--- src/rtl/shift_frame_ctrl.sv ---
// Two-requester round-robin serializer controller: grants one source, then shifts its
// word out MSB-first with frame_start/done strobes and an optional idle gap.
module shift_frame_ctrl #(
    parameter int unsigned WIDTH = 8,
    parameter int unsigned GAP   = 2
) (
    input  logic             clk,
    input  logic             rst,
    input  logic             req0,
    input  logic [WIDTH-1:0] data0,
    input  logic             req1,
    input  logic [WIDTH-1:0] data1,
    output logic             gnt0,
    output logic             gnt1,
    output logic             sd,
    output logic             sd_en,
    output logic             frame_start,
    output logic             done,
    output logic             busy,
    output logic             owner
);

    localparam int unsigned CW = $clog2(WIDTH);
    localparam int unsigned GW = (GAP > 1) ? $clog2(GAP) : 1;
    localparam logic [CW-1:0] CNT_LAST = CW'(WIDTH - 1);
    localparam logic [GW-1:0] GAP_LAST = GW'((GAP > 0) ? GAP - 1 : 0);

    localparam logic [1:0] StIdle  = 2'd0;
    localparam logic [1:0] StShift = 2'd1;
    localparam logic [1:0] StGap   = 2'd2;

    logic [1:0]       state_q, state_d;
    logic [WIDTH-1:0] sreg_q, sreg_d;
    logic [CW-1:0]    cnt_q, cnt_d;
    logic [GW-1:0]    gcnt_q, gcnt_d;
    logic             last_q, last_d;
    logic             owner_q, owner_d;
    logic             gnt0_q, gnt0_d;
    logic             gnt1_q, gnt1_d;
    logic             fs_q, fs_d;
    logic             done_q, done_d;
    logic             win;

    // A lone request wins; on a tie the requester that did not own the last frame wins.
    assign win = req1 & (~req0 | ~last_q);

    always_comb begin
        state_d = state_q;
        sreg_d  = sreg_q;
        cnt_d   = cnt_q;
        gcnt_d  = gcnt_q;
        last_d  = last_q;
        owner_d = owner_q;
        gnt0_d  = 1'b0;
        gnt1_d  = 1'b0;
        fs_d    = 1'b0;
        done_d  = 1'b0;
        case (state_q)
            StIdle: begin
                if (req0 | req1) begin
                    state_d = StShift;
                    sreg_d  = win ? data1 : data0;
                    cnt_d   = CNT_LAST;
                    gnt0_d  = ~win;
                    gnt1_d  = win;
                    fs_d    = 1'b1;
                    owner_d = win;
                    last_d  = win;
                end
            end
            StShift: begin
                sreg_d = {sreg_q[WIDTH-2:0], 1'b0};
                cnt_d  = cnt_q - 1'b1;
                if (cnt_q == '0) begin
                    cnt_d  = '0;
                    done_d = 1'b1;
                    if (GAP > 0) begin
                        state_d = StGap;
                        gcnt_d  = GAP_LAST;
                    end else begin
                        state_d = StIdle;
                    end
                end
            end
            StGap: begin
                if (gcnt_q == '0) begin
                    state_d = StIdle;
                end else begin
                    gcnt_d = gcnt_q - 1'b1;
                end
            end
            default: state_d = StIdle;
        endcase
    end

    always_ff @(posedge clk or negedge rst) begin
        if (!rst) begin
            state_q <= StIdle;
            sreg_q  <= '0;
            cnt_q   <= '0;
            gcnt_q  <= '0;
            last_q  <= 1'b1;
            owner_q <= 1'b0;
            gnt0_q  <= 1'b0;
            gnt1_q  <= 1'b0;
            fs_q    <= 1'b0;
            done_q  <= 1'b0;
        end else begin
            state_q <= state_d;
            sreg_q  <= sreg_d;
            cnt_q   <= cnt_d;
            gcnt_q  <= gcnt_d;
            last_q  <= last_d;
            owner_q <= owner_d;
            gnt0_q  <= gnt0_d;
            gnt1_q  <= gnt1_d;
            fs_q    <= fs_d;
            done_q  <= done_d;
        end
    end

    assign sd_en       = (state_q == StShift);
    assign sd          = sd_en & sreg_q[WIDTH-1];
    assign busy        = (state_q != StIdle);
    assign gnt0        = gnt0_q;
    assign gnt1        = gnt1_q;
    assign frame_start = fs_q;
    assign done        = done_q;
    assign owner       = owner_q;

endmodule

--- config.mk ---
export PLATFORM = sky130hd
export DESIGN_NAME = shift_frame_ctrl
export DESIGN_NICKNAME = d
export VERILOG_FILES = /design/src/rtl/shift_frame_ctrl.sv
export SDC_FILE = /design/constraint.sdc
export NUM_CORES = 1
export LEC_CHECK = 0
export ABC_AREA = 1
export CAP_MARGIN = 25
export CORE_ASPECT_RATIO = 0.9
export CORE_UTILIZATION = 30
export CTS_CLUSTER_SIZE = 28
export DETAILED_ROUTE_END_ITERATION = 10
export GPL_ROUTABILITY_DRIVEN = 1
export GPL_TIMING_DRIVEN = 0
export PLACE_DENSITY = 0.66
export REMOVE_ABC_BUFFERS = 1
export SYNTH_ARGS = -nofsm -noshare
export SYNTH_HDL_FRONTEND = slang
export SYNTH_SLANG_ARGS = --single-unit
--- constraint.sdc ---
create_clock -name clk -period 3.23 [get_ports clk]
set_input_delay 0.4845 -clock clk [delete_from_list [all_inputs] [get_ports clk]]
set_output_delay 0.4845 -clock clk [all_outputs]
set_load 0.01 [all_outputs]
==> reports/metrics.csv, run 1 <==
metric,value,unit
outcome,finished clean,
critPathSlowestCell,clkdlybuf4s50_1,
vias,928,
post_cts_resized,0,
grt_overflow,0,
synthCells,137,
via_per_inst,4.50,
cp-end-kind,output port,
fmax,404,MHz
holdWs,0.479,ns
whs_endpoint,last_q$_DFFE_PN1P_,
p_per_area,847,mW/mm^2
postSynthAreaPerCell,7.64,sq um
cts-htree-levels,1,
setup_tns,0,ns
routed_wirelength,1950,um
hold_class,reg -> reg,
use_met1,13.8,%
clock_path_buffers,2,
drc_errors,0,
post-cts-setup-buffers,0,
cp_top_family,buffers and inverters,
grt_usage,12.4,%
synth_seq_area_share,48.0,%
path_max_fanout,12,
first_global_vias,855,
use_met2,22.1,%
path_clk_slew,0.07,ns
die_x,64.2,um
drtAntennaViolNets,0,
crit_chain,inv_1 -> nand2_1 -> inv_1 -> clkdlybuf4s50_1,
ir_drop,0.000300,V
core,0.00319,sq mm
timing.critical_path.buf_inv,3,
drt_iter0_markers,34,
start_util,32.8,%
relSlewSlack,41.0,%
drive_gt1_share,6.71,%
drv_cap,0,
portBuffers,27,
hold_buffers,0,
setup_viol,0,
die_area,0.00373,sq mm
clockRootBuffer,clkbuf_8,
yosysUniqueCellTypes,15,
r2r_start,state_q[1]$_DFFE_PN0P_,
skew,0.00515,ns
area_growth,34.4,%
syn-cell-area,0.00105,sq mm
r2r_end,cnt_q[1]$_DFFE_PN0P_,
cts_buffers,3,
synth-seq-cells,20,
fin_crit,2.47,ns
hpwlAfterDp,1490,um
rsz0062_at_grt,no,
grt_use_met3,4.13,%
clkSinkCount,20,
cp_slowest_stage_delay,0.62,ns
holdPathStages,2,
gr-max-usage-layer,met2,
hold_violations,0,
grt_antenna_before_repair,0,
fp.dieH,58.0,um
final_net_count,185,
grt_pass1_wl,3530,um
grt_max_degree,21,
rows,19,
required,2.75,ns
crit_top_cell,inv_1,
path_class,reg -> out,
drv_slew,0,
start_kind,flip-flop,
gp_congestion,0.729,
clock_latency,0.26,ns
tightest_slew,0.882,ns
yosys_warnings,0,
r2r_setup_slack,1.76,ns
min_from,last_q$_DFFE_PN1P_,
tritoncts,built,
worstRegToRegCells,6,
period_share,76.6,%
boundaryPins,28,
n_antenna_cell,0,
arrival,1.99,ns
p_leak,0.750,nW
wl_per_cell,9.46,um
dr.pass1.iters,4,
==> layout by cell type, fill, tap and decap left out, drive strengths merged <==
master and count:
nand2 44, clkdlybuf4s50 27, bufinv 1, clkbuf 3
dfstp 1, o21ai 2, nand3b 1, inv 27
dfrtp 19, nor3 1, nor2 6, nand3 32
==> tightest hold or removal path, cell delays in order (launching register included) <==
cell	delay [ns]
dfstp_2	0.38
nand2_1	0.06
nand2_1	0.05
==> cell type report <==
| class | instances | area, sq um |
|---|---|---|
| Clock buffer | 3 | 41.3 |
| Clock inverter | 1 | 30.0 |
| Fill cell | 340 | 1780 |
| Inverter | 27 | 101 |
| Multi-Input combinational cell | 86 | 409 |
| Sequential cell | 20 | 502 |
| Tap cell | 42 | 52.6 |
| Timing Repair Buffer | 27 | 270 |
==> worst max-delay path by stage <==
stage                                       from  endpoint  slack (ns)  cells after the start
after floorplan           state_q[1]$_DFFE_PN0P_     sd_en        1.84                      3
after global placement    state_q[1]$_DFFE_PN0P_     sd_en        1.06                      4
after detailed placement  state_q[1]$_DFFE_PN0P_     sd_en        1.04                      4
after CTS                 state_q[1]$_DFFE_PN0P_     sd_en        0.73                      4
after global routing      state_q[1]$_DFFE_PN0P_     sd_en        0.59                      4
final                     state_q[1]$_DFFE_PN0P_     sd_en        0.76                      4
==> cell usage after synthesis <==
master / count / area [sq um]
nand3_1: 32 / 160
buf_6: 1 / 11.3
nor2_8: 1 / 20.0
dfrtp_1: 19 / 475
dfstp_2: 1 / 26.3
nor2_1: 4 / 15.0
nand2_4: 1 / 11.3
o21ai_0: 2 / 10.0
nor2_4: 1 / 11.3
nand2_2: 3 / 18.8
nand3b_1: 1 / 7.51
inv_1: 27 / 101
nor3_1: 1 / 5.00
nand2_1: 40 / 150
buf_4: 3 / 22.5
==> registers in the layout, summed over array words and instances (netlist names) <==
register	flops
owner	1
frame_start	1
sreg_q	8
gcnt_q	1
last_q	1
done	1
state_q	2
gnt0	1
cnt_q	3
gnt1	1
==> routing by layer <==
layer,wire length [um],part of all wire (%),up-vias
li1,-,-,472
met1,861,44,433
met2,964,49,18
met3,89,4.6,5
met4,33,1.7,0
met5,0,0,-
==> stage by stage <==
step                utilization (%)  power, mW  setup slack [ns]  cells  area [sq um]
finish                         44.1       1.19             0.756    206          1410
global route                   44.1       1.30             0.591    206          1410
CTS                            44.1       1.21             0.730    206          1410
detailed placement             41.9      0.954              1.04    202          1340
global placement               41.9      0.934              1.06    202          1340
floorplan                         -      0.759              1.84    133          1010
==> report_power, final <==
group / switching, mW / total, mW / internal (mW)
clock network: 0.0838 / 0.249 / 0.166
logic: 0.292 / 0.510 / 0.217
registers: 0.0627 / 0.432 / 0.369
==> cell families (layout without fill, tap and decap cells) <==
group / Yosys count / in the layout / synth area share [%]
buf+inv: 31 / 58 / 12.9
simple gates: 84 / 84 / 38.2
flops: 20 / 20 / 48.0
compound gates: 2 / 2 / 0.957
(Power assumes the default switching activity.)
==> inputs of run 2 (changes only) <==
Clock period 3.23 ns to 2.39 ns, I/O delays scaled along.
==> reports/metrics.csv, run 2 (synthesis gave the netlist of run 1 again) <==
metric,value,unit,change
start_kind,flip-flop,,
skew,0.00517,ns,+0.0000150 ns
path_clk_slew,0.07,ns,about the same
die_area,0.00373,sq mm,unchanged
grt_antenna_before_repair,0,,unchanged
drc_errors,0,,unchanged
cp-end-kind,output port,,
tritoncts,built,,
arrival,1.82,ns,-0.17 ns
ir_drop,0.000407,V,+36%
wl_met2,955,um,-0.93%
grt_pass1_wl,3530,um,unchanged
hold_class,reg -> reg,,
path_max_fanout,11,,-1
drv_cap,0,,unchanged
grt_usage,12.4,%,unchanged
rsz0062_at_grt,no,,
first_global_vias,855,,unchanged
clock_latency,0.26,ns,about the same
met1Wirelength,870,um,+1.0%
fp.dieH,58.0,um,unchanged
period_share,91.0,%,
regMostFlops,sreg_q,,
required,2.03,ns,-0.72 ns
grt_overflow,0,,unchanged
routed_wirelength,1960,um,+0.41%
largestRegisters,"sreg_q x8, cnt_q x3, state_q x2",,
vias,928,,unchanged
critPathSlowestCell,clkdlybuf4s50_1,,
portBuffers,27,,unchanged
outcome,finished clean,,
nFillCells,337,,-0.88%
gp_congestion,0.729,,unchanged
drtAntennaViolNets,0,,unchanged
p_leak,0.756,nW,+0.72%
most-common-layout-cells,"40 x nand2_1, 32 x nand3_1, 27 x clkdlybuf4s50_1, 26 x inv_1, 19 x dfrtp_1",,
p_per_area,1160,mW/mm^2,+36%
fin_crit,2.18,ns,
tightest_slew,0.875,ns,-0.00660 ns
hpwlAfterDp,1490,um,unchanged
met3WireLength,99,um,+11%
place_area,0.00134,sq mm,unchanged
grt_max_degree,21,,unchanged
die_x,64.2,um,unchanged
boundaryPins,28,,unchanged
crit_chain,inv_1 -> nand2_1 -> clkinvlp_4 -> clkdlybuf4s50_1,,
clock_path_buffers,2,,unchanged
cp_slowest_stage_delay,0.52,ns,-0.10 ns
drv_slew,0,,unchanged
path_class,reg -> out,,
n_antenna_cell,0,,unchanged
core,0.00319,sq mm,unchanged
area_growth,36.2,%,
start_util,32.8,%,unchanged
setup_tns,0,ns,unchanged
dr.pass1.iters,4,,unchanged
hold_violations,0,,unchanged
clockRootBuffer,clkbuf_8,,
setup_viol,0,,unchanged
drive_gt1_share,8.43,%,+1.7 points
r2r_setup_slack,0.92,ns,-0.84 ns
design_area,0.00143,sq mm,+1.3%
p_total,1.65,mW,+38%
wl_per_cell,9.41,um,-0.56%
cts-htree-levels,1,,unchanged
drt_iter0_markers,31,,-8.8%
final_net_count,187,,+1.1%
clkSinkCount,20,,unchanged
largest_reg_flops,8,,unchanged
dr.max_layer_used,met4,,
via_per_inst,4.46,,-0.96%
cts_buffers,3,,unchanged
layout_commonest_cell,nand2_1,,
relSlewSlack,41.5,%,+0.44 points
fin_util,44.7,%,+0.59 points
rows,19,,unchanged
fmax,460,MHz,
run 2: changes by cell type in the layout (fill, tap and decap cells not counted), sizes merged:
cell	delta
buf	+2
clkinvlp	+1
inv	-1
run 2: per-stage QoR:
stage	std cells	hold WS, ns	setup WS (ns)
after CTS	206	0.483	0.0162
after detailed placement	202	0.463	0.329
after floorplan	133	0.0629	1.12
final	208	0.478	0.214
after global placement	202	0.456	0.343
after global routing	208	0.493	0.0872
run 2: path summary, 6_finish.rpt:
path                                   startpoint                     to  cells past startpoint
max in group asynchronous                     rst  sreg_q[3]$_DFFE_PN0P_                      1
max reg2reg                state_q[1]$_DFFE_PN0P_  sreg_q[2]$_DFFE_PN0P_                      6
max                        state_q[1]$_DFFE_PN0P_                  sd_en                      4
min                         sreg_q[0]$_DFFE_PN0P_  sreg_q[0]$_DFFE_PN0P_                      2
min reg2reg                 sreg_q[0]$_DFFE_PN0P_  sreg_q[0]$_DFFE_PN0P_                      2
min in group asynchronous                     rst  sreg_q[5]$_DFFE_PN0P_                      1
run 2: area by class of cell:
class | count | area [sq um] | area share (%)
clock buffers | 3 | 41.3 | 2.90
multi-input cells | 86 | 409 | 28.7
flip-flops and latches | 20 | 502 | 35.2
clock inverters | 1 | 30.0 | 2.11
well taps | 42 | 52.6 | 3.69
inverters | 27 | 105 | 7.37
repair buffers | 29 | 285 | 20.0
run 2: report_power, final:
part	switching, mW	internal [mW]	leakage [nW]
clock	0.113	0.224	0.0357
sequential	0.0842	0.499	0.244
combinational	0.406	0.321	0.476
run 2: worst max-delay path, delay by kind of cell (launching register included):
family        cells  cell delay (ns)
buf+inv           3             0.84
flops             1             0.37
simple gates      1             0.35
run 2: what timing repair did:
action | CTS | global route
hold buffers | 0 | 0
setup buffers | 0 | 2
endpoints found under the setup margin | 0 | 1
hold endpoints to repair | 0 | 0
gates resized for setup | 0 | 1
run 2: per-layer routing:
layer / global-route usage (%) / up-vias
met2: 22.1 / 22
li1: - / 477
met1: 13.8 / 424
met5: 0 / -
met3: 4.13 / 5
met4: 4.76 / 0
==> inputs of run 3 (changes only) <==
Settings changed: CAP_MARGIN 25 to 20, SLEW_MARGIN set to 0.
==> results of run 3 <==
Final layout, timing and power as in run 2 (identical DEF).
